<file path="config.mk">
export PLATFORM = sky130hd
export DESIGN_NAME = hsem_ahb_biu_wait
export DESIGN_NICKNAME = d
export VERILOG_FILES = /design/src/rtl/hsem_pkg.sv /design/src/rtl/hsem_biu_decode.sv /design/src/rtl/hsem_ahb_biu_wait.sv
export SDC_FILE = /design/constraint.sdc
export NUM_CORES = 1
export LEC_CHECK = 0
export ABC_CLOCK_PERIOD_IN_PS = 1750
export CORE_AREA = 2 2 92 94
export CTS_CLUSTER_DIAMETER = 150
export CTS_CLUSTER_SIZE = 10
export DETAILED_ROUTE_END_ITERATION = 6
export DIE_AREA = 0 0 94 96
export PLACE_DENSITY = 0.74
export SYNTH_ARGS = -nofsm -noshare
export SYNTH_HDL_FRONTEND = slang
export SYNTH_SLANG_ARGS = --single-unit
export TNS_END_PERCENT = 100
</file>
<file path="constraint.sdc">
create_clock -name hclk -period 1.75 [get_ports hclk]
set_clock_uncertainty 0.2 [all_clocks]
set_input_delay 0.175 -clock hclk [delete_from_list [all_inputs] [get_ports hclk]]
set_output_delay 0.175 -clock hclk [all_outputs]
set_load 0.01 [all_outputs]
</file>
<file path="src/rtl/hsem_pkg.sv">
// hsem_pkg: shared state encoding, AHB response/transfer codes and byte-strobe helper
package hsem_pkg;
    typedef enum logic [2:0] {
        ST_IDLE, ST_WR, ST_RD_REQ, ST_RD_RESP, ST_ERR1, ST_ERR2
    } biu_state_e;

    localparam logic [1:0] HRESP_OKAY    = 2'b00;
    localparam logic [1:0] HRESP_ERROR   = 2'b01;
    localparam logic [1:0] HTRANS_IDLE   = 2'b00;
    localparam logic [1:0] HTRANS_BUSY   = 2'b01;
    localparam logic [1:0] HTRANS_NONSEQ = 2'b10;
    localparam logic [1:0] HTRANS_SEQ    = 2'b11;

    function automatic logic [3:0] gen_wstrb(input logic [2:0] size, input logic [1:0] lo);
        return size == 3'd0 ? 4'b0001 << lo :
               size == 3'd1 ? 4'b0011 << {lo[1], 1'b0} : 4'b1111;
    endfunction
endpackage

</file>
<file path="src/rtl/hsem_biu_decode.sv">
// hsem_biu_decode: address range, alignment and size check plus byte-strobe generation
module hsem_biu_decode
    import hsem_pkg::*;
#(
    parameter int ADDR_W   = 8,
    parameter int NUM_REGS = 16
) (
    input  logic [ADDR_W-1:0] addr,
    input  logic [2:0]        size,
    output logic              err,
    output logic [3:0]        wstrb
);
    logic [31:0] idx;
    logic        misaligned;

    always_comb begin
        idx        = 32'(addr[ADDR_W-1:2]);
        misaligned = size > 3'd2 || (size == 3'd1 && addr[0]) || (size == 3'd2 && addr[1:0] != 2'b00);
        err        = misaligned || idx >= 32'(NUM_REGS);
        wstrb      = gen_wstrb(size, addr[1:0]);
    end
endmodule

</file>
<file path="src/rtl/hsem_ahb_biu_wait.sv">
// hsem_ahb_biu_wait: AHB-Lite slave turning address/data phases into regfile strobes
// with register-side wait states, two-cycle ERROR responses and registered read data.
module hsem_ahb_biu_wait
    import hsem_pkg::*;
#(
    parameter int ADDR_W   = 8,
    parameter int DATA_W   = 32,
    parameter int NUM_REGS = 16
) (
    input  logic                hclk,
    input  logic                hresetn,
    input  logic                hsel,
    input  logic                hready,
    input  logic [1:0]          htrans,
    input  logic [2:0]          hsize,
    input  logic                hwrite,
    input  logic [31:0]         haddr,
    input  logic [DATA_W-1:0]   hwdata,
    output logic                hreadyout,
    output logic [1:0]          hresp,
    output logic [DATA_W-1:0]   hrdata,
    output logic                reg_wr_en,
    output logic                reg_rd_en,
    output logic [ADDR_W-1:0]   reg_addr,
    output logic [DATA_W-1:0]   reg_wdata,
    output logic [DATA_W/8-1:0] reg_wstrb,
    input  logic [DATA_W-1:0]   reg_rdata,
    input  logic                reg_ready,
    input  logic                reg_err
);
    biu_state_e          state_q, state_d;
    logic                reg_wr_en_q, reg_wr_en_d;
    logic                reg_rd_en_q, reg_rd_en_d;
    logic [ADDR_W-1:0]   reg_addr_q, reg_addr_d;
    logic [DATA_W/8-1:0] reg_wstrb_q, reg_wstrb_d;
    logic [DATA_W-1:0]   hrdata_q, hrdata_d;
    logic                accept, dec_err, reg_fail, rd_ok;
    logic [3:0]          dec_wstrb;
    logic                unused_ok;

    assign unused_ok = &{1'b0, haddr[31:ADDR_W], htrans[0]};

    hsem_biu_decode #(.ADDR_W(ADDR_W), .NUM_REGS(NUM_REGS)) u_decode (
        .addr  (haddr[ADDR_W-1:0]),
        .size  (hsize),
        .err   (dec_err),
        .wstrb (dec_wstrb)
    );

    // Ready/response follow reg_ready in the same cycle so writes complete with zero waits.
    always_comb begin
        reg_fail    = (state_q == ST_WR || state_q == ST_RD_REQ) && reg_ready && reg_err;
        rd_ok       = state_q == ST_RD_REQ && reg_ready && !reg_err;
        hreadyout   = state_q == ST_WR ? reg_ready & ~reg_err :
                      !(state_q == ST_RD_REQ || state_q == ST_ERR1);
        hresp       = (state_q == ST_ERR1 || state_q == ST_ERR2 || reg_fail) ? HRESP_ERROR : HRESP_OKAY;
        accept      = hsel && hready && htrans[1] && hreadyout;
        state_d     = accept ? (dec_err ? ST_ERR1 : hwrite ? ST_WR : ST_RD_REQ) :
                      (state_q == ST_ERR1 || reg_fail) ? ST_ERR2 :
                      rd_ok ? ST_RD_RESP :
                      hreadyout ? ST_IDLE : state_q;
        reg_wr_en_d = state_d == ST_WR;
        reg_rd_en_d = state_d == ST_RD_REQ;
        reg_addr_d  = accept ? {haddr[ADDR_W-1:2], 2'b00} : reg_addr_q;
        reg_wstrb_d = accept ? dec_wstrb : reg_wstrb_q;
        hrdata_d    = rd_ok ? reg_rdata : hrdata_q;
    end

    always_ff @(posedge hclk or negedge hresetn) begin
        if (!hresetn) begin
            state_q     <= ST_IDLE;
            reg_wr_en_q <= 1'b0;
            reg_rd_en_q <= 1'b0;
            reg_addr_q  <= '0;
            reg_wstrb_q <= '0;
            hrdata_q    <= '0;
        end else begin
            state_q     <= state_d;
            reg_wr_en_q <= reg_wr_en_d;
            reg_rd_en_q <= reg_rd_en_d;
            reg_addr_q  <= reg_addr_d;
            reg_wstrb_q <= reg_wstrb_d;
            hrdata_q    <= hrdata_d;
        end
    end

    assign reg_wr_en = reg_wr_en_q;
    assign reg_rd_en = reg_rd_en_q;
    assign reg_addr  = reg_addr_q;
    assign reg_wstrb = reg_wstrb_q;
    assign reg_wdata = hwdata;
    assign hrdata    = hrdata_q;
endmodule

</file>
==> impl_metrics.toml, run 1 <==
[worst_setup_path]
r2r_slack_ns = -0.05
critPathLaunchType = "register"
crit_family = "simple AND/OR/NAND/NOR gates"
end_kind = "register"
path_buf_inv = 1
worst-setup-path-type = "register to register"
r2r_cells = 4
cp.arrival_ns = 1.77
worstPathRequired_ns = 1.73
r2r_end = "hrdata[9]"
worstSetupStartpoint = "state_q[0]"
rr_startpoint = "state_q[0]"
cp_max_fo = 16
path_depth = 4
cp_cell_sequence = "nand2b_4, or3_4, buf_12, mux2_4"
cp-endpoint = "hrdata[9]"
cpPeakStageDelay_ns = 0.44
slowest_stage = "or3_4"

[timing]
max_freq_ghz = 0.557
setup_slack_ns = -0.0469
hold_viol = 0
setup_viol = 33
post-route-period-util_pct = 103
slew_viol_final = 0
rsz0062_at_grt = "yes"
period_minus_slack_ns = 1.80
whs_ns = 0.150

[drt]
drcViolationCount = 0
routed_wl_mm = 4.98
routedWlPerCell_um = 13.9
drt_iter0_drc = 60
dr.pass1.iters = 4
drtAntennaViolNets = 0
avgViaCountPerCell = 4.22
vias = 1515

[logic_synthesis]
ys_warn_count = 0
syn_inst = 170
synth_cell_type_count = 32
ys_ff_latch = 47
synth_area_um2 = 2350
ys_seq_area_share_pct = 50.0
syn-mean-instance-area_um2 = 13.8

[power]
p_leak_nw = 1.59
switching_power_uw = 922
power_frac_seq_pct = 40.6
ir_drop_mv = 0.354
power_frac_comb_pct = 36.7
power_density_nw_per_um2 = 993
internal-power_mw = 2.52
sw_frac_of_total_pct = 26.8
clkPwrFrac_pct = 22.7

[grt]
grt_pass1_vias = 1527
grt_pass1_wl_mm = 7.60
grt_max_degree = 48
grt_usage_pct = 11.0
overflow = 0
antenna_found_initial = 0

[cells_and_area]
utilization_pct = 43.1
num-fill-cells = 752
drive_gt1_share_pct = 28.7
finalNetCount = 361
seq_area_um2 = 1180
multi_input_area_um2 = 878
num_antenna_cells = 0
syn_to_final_growth_pct = 47.5

[clocking]
clkTransAtPathRegs_ns = 0.09
cts_sinks = 47
cts-htree-levels = 2
clk_latency_ns = 0.29
cts_tree = "yes"
clock_path_buffers = 2
cts-buffers-inserted = 5
clock-root-buffer = "clkbuf_8"

[die]
rows = 33
die_w_um = 94
die_h_um = 96
core_area_um2 = 8050
dieArea_um2 = 9020
start_util_pct = 29.2
ios = 189

[placed_design]
hpwl_mm = 3.65
gp_congestion = 0.812
portBuffers = 96

[job]
maxCapViolCount = 0

[min_path]
min-delay-path-class = "input port to output port"
holdPathStages = 0

[status]
outcome = "finished, violations left"
violations = "negative setup slack"
==> state kept, by name, indices dropped and copies added (netlist names) <==
signal and count:
reg_rd_en 1, reg_wr_en 1, hrdata 32, state_q 3
reg_wstrb 4, reg_addr 6
==> how the worst min path moves through the flow <==
stage	startpoint	to	slack, ns
floorplan	hresetn	hrdata[0]	-0.32
global placement	hresetn	hrdata[15]	-0.02
detailed placement	hresetn	hrdata[15]	-0.02
CTS	hwdata[0]	reg_wdata[0]	0.15
global route	hwdata[12]	reg_wdata[12]	0.15
finish	hwdata[21]	reg_wdata[21]	0.15
==> repair_timing <==
action	in CTS	in global routing
gates cloned	1	0
pin swaps	6	2
gates resized for setup	21	3
setup buffers	1	1
hold endpoints to repair	47	0
setup endpoints to repair	48	47
hold buffers	1	0
==> cells by family (layout without fill, tap and decap cells) <==
group | Yosys count | in the layout | share of synthesized area, %
AOI/OAI and AO/OA | 16 | 16 | 5.10
xor gates and xnor gates | 2 | 2 | 0.744
buffers and inverters | 45 | 127 | 15.3
DFF | 47 | 47 | 50.0
muxes | 42 | 42 | 24.9
other | 1 | 3 | 0.159
and+or+nand+nor | 17 | 17 | 3.88
==> cells in the mapped netlist (all sizes together) <==
| library cell | number | area (µm²) |
|---|---|---|
| inv | 4 | 15.0 |
| a21o | 1 | 7.51 |
| a22o | 2 | 17.5 |
| o311ai | 1 | 8.76 |
| nor2 | 5 | 18.8 |
| nor3 | 1 | 5.00 |
| conb | 1 | 3.75 |
| nor3b | 1 | 12.5 |
| o31ai | 1 | 7.51 |
| o32ai | 1 | 8.76 |
| mux2 | 42 | 586 |
| a21oi | 2 | 10.0 |
| a31oi | 1 | 6.26 |
| nor2b | 1 | 6.26 |
| dfrtp | 47 | 1180 |
| buf | 41 | 344 |
| xnor2 | 2 | 17.5 |
| o2bb2ai | 2 | 23.8 |
| or3 | 1 | 6.26 |
| o21ba | 1 | 10.0 |
| o21ai | 4 | 20.0 |
| nand2 | 4 | 15.0 |
| nand2b | 2 | 15.0 |
| or4 | 1 | 7.51 |
| nand3 | 1 | 5.00 |
==> routing by layer <==
layer / vias up / wire length, µm / GRT usage (%) / share of wire, %
met5: - / 0 / 0 / 0
met4: 0 / 51 / 4.35 / 1.0
met3: 6 / 361 / 2.82 / 7.2
met2: 59 / 2470 / 18.0 / 50
met1: 744 / 2100 / 13.9 / 42
li1: 706 / - / - / -
==> placed cells by master (no fill, tap or decap), types with 2 or more instances in the layout <==
cell type        instances
clkdlybuf4s50_1         93
dfrtp_1                 45
mux2_4                  31
buf_4                   10
mux2_1                   8
clkbuf_8                 5
buf_6                    5
inv_1                    4
nand2_1                  4
nor2_1                   4
o21ai_0                  4
mux2_2                   3
conb_1                   3
buf_2                    3
xnor2_1                  2
a21oi_1                  2
a22o_1                   2
buf_12                   2
dfrtp_2                  2
==> area by class of cell <==
type | instances | area share [%]
inverters | 4 | 0.433
repair buffers | 115 | 33.3
clock buffers | 5 | 1.98
multi-input cells | 80 | 25.3
well taps | 105 | 3.79
flip-flops and latches | 47 | 34.0
clock inverters | 3 | 1.26
==> per-stage QoR <==
stage | std cells | power [mW] | setup slack, ns | TNS [ns] | area, µm²
final | 359 | 3.45 | -0.0469 | -0.976 | 3470
after global routing | 359 | 3.65 | -0.0742 | -2.25 | 3470
after CTS | 359 | 3.46 | -0.0678 | -1.48 | 3450
after detailed placement | 348 | 2.57 | -0.398 | -16.88 | 3260
after global placement | 348 | 2.55 | -0.365 | -15.78 | 3260
after floorplan | 172 | 1.94 | -0.0346 | -1.04 | 2370
==> power by group through the flow <==
| stage | Clock [mW] | Sequential, mW | Combinational, mW |
|---|---|---|---|
| 2_1_floorplan | 0 | 1.49 | 0.451 |
| 3_3_place_gp | 0 | 1.42 | 1.14 |
| 3_5_place_dp | 0 | 1.42 | 1.15 |
| 4_1_cts | 0.819 | 1.40 | 1.24 |
| 5_1_grt | 0.860 | 1.43 | 1.36 |
| 6_report | 0.782 | 1.40 | 1.26 |
Note: power is estimated with default switching activity, not from simulation.
==> inputs of run 2 (changes only) <==
--- a/config.mk
+++ b/config.mk
@@ -6,12 +6,13 @@
 export NUM_CORES = 1
 export LEC_CHECK = 0
 export ABC_CLOCK_PERIOD_IN_PS = 1750
-export CORE_AREA = 2 2 92 94
+export CORE_AREA = 2 2 72 74
 export CTS_CLUSTER_DIAMETER = 150
 export CTS_CLUSTER_SIZE = 10
 export DETAILED_ROUTE_END_ITERATION = 6
-export DIE_AREA = 0 0 94 96
-export PLACE_DENSITY = 0.74
+export DIE_AREA = 0 0 74 76
+export DONT_BUFFER_PORTS = 1
+export PLACE_DENSITY = 0.64
 export SYNTH_ARGS = -nofsm -noshare
 export SYNTH_HDL_FRONTEND = slang
 export SYNTH_SLANG_ARGS = --single-unit
==> run 2 against run 1 <==
The run now ends clean. Wire length fell by 0.66%. Sequential share of layout area increased by 6.4 points. Register-to-register slack better by 0.06 ns. Non-clock buffer count is 54 lower. Critical path type unchanged. Largest cell class unchanged.
==> impl_metrics.toml, run 2 (same netlist as run 1, synthesis figures left out) <==
[worst_setup_path]
worstPathRequired_ns = 1.72
end_kind = "register"
critPathLaunchType = "register"
cp_cell_sequence = "or3_4, buf_12, mux2_4"
crit_family = "flip-flops"
rr_startpoint = "state_q[2]"
worstSetupStartpoint = "state_q[2]"
path_buf_inv = 1
cp.arrival_ns = 1.71
cp_max_fo = 16
worst-setup-path-type = "register to register"
cpPeakStageDelay_ns = 0.47
slowest_stage = "dfrtp_2"

[cells_and_area]
mostFrequentLayoutCells = "dlygate4sd3_1 (45), dfrtp_1 (45), mux2_4 (40)"
multi_input_area_um2 = 915
finalNetCount = 307
seq_area_um2 = 1180
stdcell_area_um2 = 2920
utilization_pct = 59.5
syn_to_final_growth_pct = 24.2
drive_gt1_share_pct = 38.5
num-fill-cells = 364
num_antenna_cells = 0
largest_reg_flops = 32

[grt]
grt_max_degree = 48
grt_pass1_vias = 1507
antenna_found_initial = 0
grt_usage_pct = 16.7
overflow = 0
grt_pass1_wl_mm = 7.31

[min_path]
min-delay-path-class = "input port to register"
min_from = "haddr[1]"

[power]
power_density_nw_per_um2 = 1020
ir_drop_mv = 0.602
p_leak_nw = 1.42

[clocking]
clk_latency_ns = 0.29
clock_path_buffers = 2
clkTransAtPathRegs_ns = 0.09
cts-buffers-inserted = 5
cts_sinks = 47
cts_tree = "yes"
cts-htree-levels = 2
clock-root-buffer = "clkbuf_8"

[die]
die_h_um = 76
dieArea_um2 = 5620
start_util_pct = 47.9
rows = 26
core_area_um2 = 4910
die_w_um = 74
ios = 189

[timing]
slew_viol_final = 0
hold_viol = 0
rsz0062_at_grt = "yes"
max_freq_ghz = 0.575
post-route-period-util_pct = 99.3
setup_viol = 0
period_minus_slack_ns = 1.74
whs_ns = 0.0173

[drt]
drtAntennaViolNets = 0
routedWlPerCell_um = 18.3
drt_iter0_drc = 36
drcViolationCount = 0
vias = 1382
dr.pass1.iters = 4
routed_wl_mm = 4.95
avgViaCountPerCell = 5.12

[placed_design]
gp_congestion = 0.711
dpl_cell_area_um2 = 2210
hpwl_mm = 3.01
portBuffers = 0

[status]
outcome = "finished, final reports clean"

[job]
maxCapViolCount = 0
run 2: cell count changes in the layout (fill, tap and decap cells not counted), moves of 2 or more:
cell             change
clkdlybuf4s50_1     -93
mux2_4               +9
clkinvlp_4           +2
buf_2                -3
mux2_1               -8
dlygate4sd3_1       +44
run 2: metal layers:
| layer | vias to the layer above | part of all wire, % | GRT usage (%) | wire [µm] |
|---|---|---|---|---|
| met2 | 88 | 52 | 29.7 | 2580 |
| met4 | 0 | 1.4 | 5.09 | 68 |
| met3 | 21 | 9.9 | 6.88 | 488 |
| met1 | 670 | 37 | 17.3 | 1810 |
| met5 | - | 0 | 0 | 0 |
| li1 | 603 | - | - | - |
run 2: report_power, final:
part | internal, mW | leakage (nW) | total, mW | switching, mW
Clock | 0.278 | 0.0402 | 0.637 | 0.359
Sequential | 1.29 | 0.606 | 1.54 | 0.251
Combinational | 0.530 | 0.773 | 0.811 | 0.281
run 2: repair_timing:
action / CTS / global route
resized for setup: 6 / 21
hold endpoints to repair: 93 / 0
pin swaps: 0 / 4
hold buffers: 46 / 0
buffers inserted: 0 / 1
cloned: 1 / 1
setup endpoints to repair: 44 / 15
run 2: worst reg2reg max path: cells and delay by family, from the launching register on:
family / cells / cell delay, ns
buffers and inverters: 1 / 0.18
DFF: 1 / 0.47
muxes: 1 / 0.32
and+or+nand+nor: 1 / 0.45
run 2: cell type report:
type                    count  area share, %
flip-flops and latches     47           40.3
multi-input cells          80           31.3
repair buffers             61           21.8
well taps                  70           3.00
clock buffers               5           2.35
clock inverters             3          0.685
inverters                   4          0.514
run 2: stage by stage:
stage,std cells,setup slack [ns],power [mW],TNS [ns]
after global routing,270,-0.0420,3.15,-0.349
after detailed placement,213,-0.103,2.04,-3.31
after global placement,213,-0.0648,2.01,-2.10
after floorplan,172,-0.0346,1.94,-1.04
after CTS,268,-0.0179,2.81,-0.0888
final,270,0.0115,2.99,0
run 2: worst paths after layout:
| check | end | slack (ns) | cells past startpoint |
|---|---|---|---|
| hold reg to reg | hrdata[28] | 0.39 | 1 |
| max in group asynchronous | state_q[2] | 0.93 | 2 |
| hold / removal | reg_wstrb[0] | 0.02 | 2 |
| setup reg to reg | hrdata[27] | 0.01 | 3 |
| min in group asynchronous | hrdata[13] | 0.20 | 2 |
| setup / recovery | hrdata[27] | 0.01 | 3 |
==> inputs of run 3 (changes only) <==
--- a/config.mk
+++ b/config.mk
@@ -12,6 +12,7 @@
 export DETAILED_ROUTE_END_ITERATION = 6
 export DIE_AREA = 0 0 74 76
 export DONT_BUFFER_PORTS = 1
+export GPL_TIMING_DRIVEN = 1
 export PLACE_DENSITY = 0.64
 export SYNTH_ARGS = -nofsm -noshare
 export SYNTH_HDL_FRONTEND = slang
==> results of run 3 <==
Final layout, timing and power as in run 2 (identical DEF).
